**config.mk**
```make
export PLATFORM = sky130hd
export DESIGN_NAME = loop_index_gen
export DESIGN_NICKNAME = d
export VERILOG_FILES = /design/src/rtl/loop_index_pkg.sv /design/src/rtl/loop_index_step.sv /design/src/rtl/loop_index_gen.sv
export SDC_FILE = /design/constraint.sdc
export NUM_CORES = 2
export LEC_CHECK = 0
export BUFFER_PORTS_ARGS = -buffer_cell sky130_fd_sc_hd__buf_2
export CORE_UTILIZATION = 55
export CTS_CLUSTER_DIAMETER = 40
export CTS_CLUSTER_SIZE = 30
export DETAILED_ROUTE_END_ITERATION = 7
export PLACE_DENSITY = 0.7
export SKIP_LAST_GASP = 1
export SYNTH_ARGS = -nofsm -noshare
export SYNTH_HDL_FRONTEND = slang
export SYNTH_HIERARCHICAL = 1
export SYNTH_SLANG_ARGS = --single-unit
```
**constraint.sdc**
```tcl
create_clock -name i_clk -period 15.3 [get_ports i_clk]
set_input_delay 3.06 -clock i_clk [delete_from_list [all_inputs] [get_ports i_clk]]
set_output_delay 3.06 -clock i_clk [all_outputs]
set_load 0.02 [all_outputs]
```
**src/rtl/loop_index_pkg.sv**
```systemverilog
// Shared types and constants for the loop index generator: step operations,
// FSM state encoding and the op field width.
package loop_index_pkg;

   localparam int OP_W = 2;

   typedef enum logic [OP_W-1:0] {
      ADD = 2'd0,
      MUL = 2'd1,
      SHL = 2'd2
   } step_op_t;

   typedef enum logic [0:0] {
      IDLE = 1'b0,
      RUN  = 1'b1
   } state_t;

endpackage

```
**src/rtl/loop_index_step.sv**
```systemverilog
// Combinational step unit: computes the next loop index from the current one
// and decides whether the sequence must terminate (overflow, no progress, limit).
module loop_index_step
   import loop_index_pkg::*;
#(
   parameter int WIDTH = 32,
   parameter int SHW   = $clog2(WIDTH)
) (
   input  logic [WIDTH-1:0] idx,
   input  logic [WIDTH-1:0] step,
   input  logic [OP_W-1:0]  op,
   input  logic [WIDTH-1:0] limit,
   output logic [WIDTH-1:0] next,
   output logic             ovf,
   output logic             term
);

   localparam logic [WIDTH-1:0] WIDTH_V = WIDTH'(WIDTH);

   logic [WIDTH:0]     sum;
   logic [2*WIDTH-1:0] prod;
   logic [2*WIDTH-1:0] shifted;

   // Double-width results keep every bit that would fall off a WIDTH-bit result.
   assign sum     = {1'b0, idx} + {1'b0, step};
   assign prod    = {{WIDTH{1'b0}}, idx} * {{WIDTH{1'b0}}, step};
   assign shifted = {{WIDTH{1'b0}}, idx} << step[SHW-1:0];

   always_comb begin
      next = sum[WIDTH-1:0];
      ovf  = sum[WIDTH];
      case (step_op_t'(op))
         MUL: begin
            next = prod[WIDTH-1:0];
            ovf  = |prod[2*WIDTH-1:WIDTH];
         end
         SHL: begin
            next = shifted[WIDTH-1:0];
            ovf  = (|shifted[2*WIDTH-1:WIDTH]) | (step >= WIDTH_V);
         end
         default: ;
      endcase
      // A next value that does not exceed the current one means the loop stalled.
      term = ovf | (next <= idx) | (next >= limit);
   end

endmodule

```
**src/rtl/loop_index_gen.sv**
```systemverilog
// Hardware for-loop index generator streaming indices over valid/ready.
// Optional element counter output enabled by defining LOOP_INDEX_GEN_COUNT_EN.
module loop_index_gen
   import loop_index_pkg::*;
#(
   parameter int WIDTH = 32,
   parameter int SHW   = $clog2(WIDTH)
) (
   input  logic             i_clk,
   input  logic             i_rst,
   input  logic             i_start,
   input  logic [WIDTH-1:0] i_init,
   input  logic [WIDTH-1:0] i_limit,
   input  logic [WIDTH-1:0] i_step,
   input  logic [OP_W-1:0]  i_op,
   output logic             o_busy,
   output logic             o_valid,
   input  logic             i_ready,
   output logic [WIDTH-1:0] o_index,
   output logic             o_last,
   output logic             o_done,
   output logic             o_err
`ifdef LOOP_INDEX_GEN_COUNT_EN
   ,
   output logic [WIDTH-1:0] o_count
`endif
);

   localparam logic [0:0] ST_IDLE = IDLE;
   localparam logic [0:0] ST_RUN  = RUN;

   logic [0:0]       state;
   logic [WIDTH-1:0] limit_q;
   logic [WIDTH-1:0] step_q;
   logic [OP_W-1:0]  op_q;
   logic [WIDTH-1:0] index_q;
   logic             valid_q;
   logic             done_q;
   logic             err_q;

   logic [WIDTH-1:0] next;
   logic             ovf;
   logic             term;
   logic             fire;
   logic             start_acc;

   loop_index_step #(
      .WIDTH (WIDTH),
      .SHW   (SHW)
   ) u_step (
      .idx   (index_q),
      .step  (step_q),
      .op    (op_q),
      .limit (limit_q),
      .next  (next),
      .ovf   (ovf),
      .term  (term)
   );

   assign fire      = valid_q & i_ready;
   assign start_acc = (state == ST_IDLE) & i_start;

   // Main FSM: capture operands on start, advance on each handshake, and end
   // with a one-cycle done pulse once the step unit flags termination.
   always_ff @(posedge i_clk) begin
      if (i_rst) begin
         state   <= ST_IDLE;
         limit_q <= '0;
         step_q  <= '0;
         op_q    <= '0;
         index_q <= '0;
         valid_q <= 1'b0;
         done_q  <= 1'b0;
         err_q   <= 1'b0;
      end else begin
         done_q <= 1'b0;
         case (state)
            ST_IDLE: begin
               if (i_start) begin
                  limit_q <= i_limit;
                  step_q  <= i_step;
                  op_q    <= i_op;
                  err_q   <= 1'b0;
                  if (i_init < i_limit) begin
                     state   <= ST_RUN;
                     valid_q <= 1'b1;
                     index_q <= i_init;
                  end else begin
                     done_q <= 1'b1;
                  end
               end
            end
            default: begin
               if (fire) begin
                  if (term) begin
                     state   <= ST_IDLE;
                     valid_q <= 1'b0;
                     done_q  <= 1'b1;
                     // Hitting the limit is a clean end; anything else is an error.
                     err_q   <= ovf | (next <= index_q);
                  end else begin
                     index_q <= next;
                  end
               end
            end
         endcase
      end
   end

   assign o_busy  = (state == ST_RUN);
   assign o_valid = valid_q;
   assign o_index = index_q;
   assign o_last  = valid_q & term;
   assign o_done  = done_q;
   assign o_err   = err_q;

`ifdef LOOP_INDEX_GEN_COUNT_EN
   logic [WIDTH-1:0] count_q;

   // Element counter saturates instead of wrapping so a long run never reads small.
   always_ff @(posedge i_clk) begin
      if (i_rst || start_acc) begin
         count_q <= '0;
      end else if (fire && (count_q != '1)) begin
         count_q <= count_q + 1'b1;
      end
   end

   assign o_count = count_q;
`else
   logic unused_start_acc;
   assign unused_start_acc = start_acc;
`endif

endmodule

```
==> out/summary.txt <==
Fin nets: 6543
FF-to-FF Start: step_q[4]$_SDFFE_PP0P_
Largest family of logic cells by synthesized area: adder cells
# Max-Cap Violations: 0
Fraction of layout instances using a drive strength above 1: 6.99%
Most frequent cells in the layout: 906 x inv_1, 897 x fa_1, 624 x nand2_1
Detailed Route WL: 147000 µm
Final period demand of the worst path: 14.57 ns
Fraction of registers with async set/reset: 0%
Initial DRC Count: 3677
Placement Setup Slack: 1.41 ns
Startpoint class of the critical path: flop
IO Port Bufs: 138
Hold Violations, Final: 0
Clock Latency Late Sink: 0.40 ns
RSZ-0062 raised after global routing: false
CTS Buffer Depth: 2
Gpl congestion: 1.01
Clk pwr share: 7.7%
Worst-path clk slew: 0.08 ns
Router iterations before antenna repair: 8
Switching Share: 58.6%
TritonCTS clock tree: built
Hold buffers post-CTS: 0
Worst-Margin Slew: 1.37 ns
Fmax: 0.0686 GHz
Worst Hold Class: flop to flop
Period utilisation layout: 95.3%
Final setup fails: 0
DR vias/cell: 6.02
Worst vdd ir: 0.0000592 V
Synth Area in XOR/XNOR: 1.27%
Dpl hpwl: 121000 µm
CP max stage delay: 1.22 ns
Seq pwr share: 11.5%
Failing checks: DRC
Final worst setup slack: 0.727 ns
Die height: 288 µm
Post-Synthesis Net Count: 6596
Worst Path Arrival: 11.51 ns
Die area: 82700 µm²
Setup tns final: 0 ns
CTS H-tree lvls: 3
Hold Startpoint: limit_q[7]$_SDFFE_PP0P_
Synth Instances: 5172
Via count: 37230
Routed len/inst: 23.8 µm
Sequential-to-total area share from yosys stat: 4.55%
Critical Path RT: 12.24 ns
CTS Buf Count: 9
WS Path Type: flop to primary output
Primary FF master, synth: dfxtp_1
Syn avg cell area: 8.67 µm²
Initial cell density of the core: 55.7%
PD cells: 68.3 nW/µm²
Row cnt: 104
Sinks on Clock Net: 102
CP Launch Point: step_q[4]$_SDFFE_PP0P_
Placed insts: 6168
Status: finished with violations
Worst path most repeated cell: fa_1
DRT antenna net count: 0
CP max FO: 37
Vias in the first global route: 38455
Global-route wire length before repair: 229000 µm
Post-CTS Setup Repair Bufs: 0
Initial antenna violation count: 2
Compound-Gate Fraction of Synth Area: 11.1%
Most common cell after layout, fill and taps aside: inv_1
Post-synthesis simple-gate area fraction: 18.1%
Int Pwr: 1320 µW
Slowest cell on crit path: dfxtp_1
Post-synth EDFFs: 0
Area grow syn2layout: 4.17%
Post-Synth Adder-Cell Area: 51.9%
Total Routing Usage GR: 36.6%
Fill count: 7245
Gate power share: 80.8%
Yosys reg bits: 102
Core area: 80500 µm²
Mux contribution to synthesized area: 2.60%
NetSw: 1870 µW
R2R cell count: 34
Largest net degree at the start of global routing: 68
Distinct cells, synth: 102
Worst slew margin: 7.62%
Finished Layout Cells: 6185
Cell Area, Synth: 44800 µm²
Hold Crit Depth: 2
Final Skew: 0.0162 ns
Grt ovf: 0
# DRC: 1
Final Max Slew Viols: 0
Resized Gates After CTS: 0
Leakage: 0.0201 µW
Yosys warning total: 6
Root buffer cell: clkbuf_16
Die Width: 288 µm
Crit end category: primary output
# IOs: 139
## Yosys cell counts, drive strengths merged (5+ instances only)
library cell / instances / area, µm²
nor4: 19 / 131
o21bai: 8 / 60.1
o21a: 27 / 203
o211ai: 18 / 163
nor3: 34 / 170
nand4: 55 / 372
a21o: 48 / 360
a22o: 5 / 43.8
mux2: 18 / 203
dfxtp: 102 / 2040
o21ai: 140 / 712
nor2b: 23 / 144
and2: 562 / 3520
a21boi: 5 / 41.3
o22ai: 14 / 93.8
clkbuf: 250 / 938
a221oi: 60 / 719
inv: 910 / 3420
or2: 6 / 37.5
nand2: 625 / 2350
and3: 7 / 47.5
nand3: 34 / 175
nand2b: 24 / 165
xor2: 23 / 201
o311ai: 5 / 43.8
buf: 54 / 320
a2111oi: 9 / 104
nor2: 214 / 806
fa: 897 / 18000
o2111ai: 5 / 43.8
or3: 11 / 68.8
o221ai: 10 / 87.6
a221o: 6 / 60.1
a211oi: 30 / 240
xnor2: 42 / 368
a21oi: 268 / 1350
mux2i: 69 / 691
a31oi: 24 / 150
o31ai: 7 / 52.6
ha: 425 / 5320
mux4: 12 / 270
## critical path, delay by kind of cell, from the launching register on
kind / cells / cell delay (ns)
DFF: 1 / 1.22
adders and majority gates: 10 / 4.66
AOI/OAI and AO/OA: 9 / 2.42
buffers and inverters: 3 / 0.31
and+or+nand+nor: 10 / 2.22
xor gates and xnor gates: 1 / 0.25
## through the flow
stage / total power [µW] / hold WS, ns / cell area (µm²) / utilization (%)
6_report: 3190 / 0.456 / 46700 / 58.0
2_1_floorplan: 2050 / 0.436 / 44800 / -
4_1_cts: 3120 / 0.459 / 46700 / 58.0
3_5_place_dp: 2840 / 0.448 / 46400 / 57.6
3_3_place_gp: 2840 / 0.443 / 46400 / 57.6
5_1_grt: 3420 / 0.475 / 46700 / 58.0
## worst paths after layout
path	endpoint	slack (ns)
worst max register to register	o_index[3]$_SDFFE_PP0P_	3.04
worst max-delay path	o_last	0.73
worst min register to register	limit_q[7]$_SDFFE_PP0P_	0.46
worst min-delay path	limit_q[7]$_SDFFE_PP0P_	0.46
## power by group through the flow
stage | combinational (µW) | clock [µW] | sequential (µW)
2_1_floorplan | 1710 | 0 | 336
3_3_place_gp | 2470 | 0 | 367
3_5_place_dp | 2470 | 0 | 368
4_1_cts | 2510 | 246 | 362
5_1_grt | 2790 | 253 | 369
6_report | 2580 | 246 | 365
## cell type report
class / count / area, µm² / share of cell area, %
diodes: 1 / 2.50 / 0.00536
clock buffers: 11 / 243 / 0.520
clock inverters: 5 / 41.3 / 0.0884
inverters: 911 / 3420 / 7.32
multi-input cells: 3854 / 38100 / 81.6
flip-flops and latches: 102 / 2050 / 4.39
well taps: 1060 / 1330 / 2.84
repair buffers: 241 / 1500 / 3.22
## metal layers
layer | global-route usage (%) | wire (µm) | part of all wire, %
met2 | 55.1 | 64200 | 44
met4 | 10.5 | 4580 | 3.1
met1 | 52.1 | 62100 | 42
met5 | 0 | 13 | 0.0088
met3 | 9.06 | 16500 | 11
## sequential cells by signal (all words and copies together), names as in the netlist
| name | cells |
|---|---|
| o_done | 1 |
| limit_q | 32 |
| step_q | 32 |
| o_valid | 1 |
| o_index | 32 |
| o_busy | 1 |
| op_q | 2 |
| o_err | 1 |
## cells by family after synthesis
group	after synthesis
flops	102
mux	99
buf+inv	1216
xor+xnor	65
compound gates	738
simple gates	1630
fa+ha+maj	1322
Note: power is estimated with default switching activity, not from simulation.
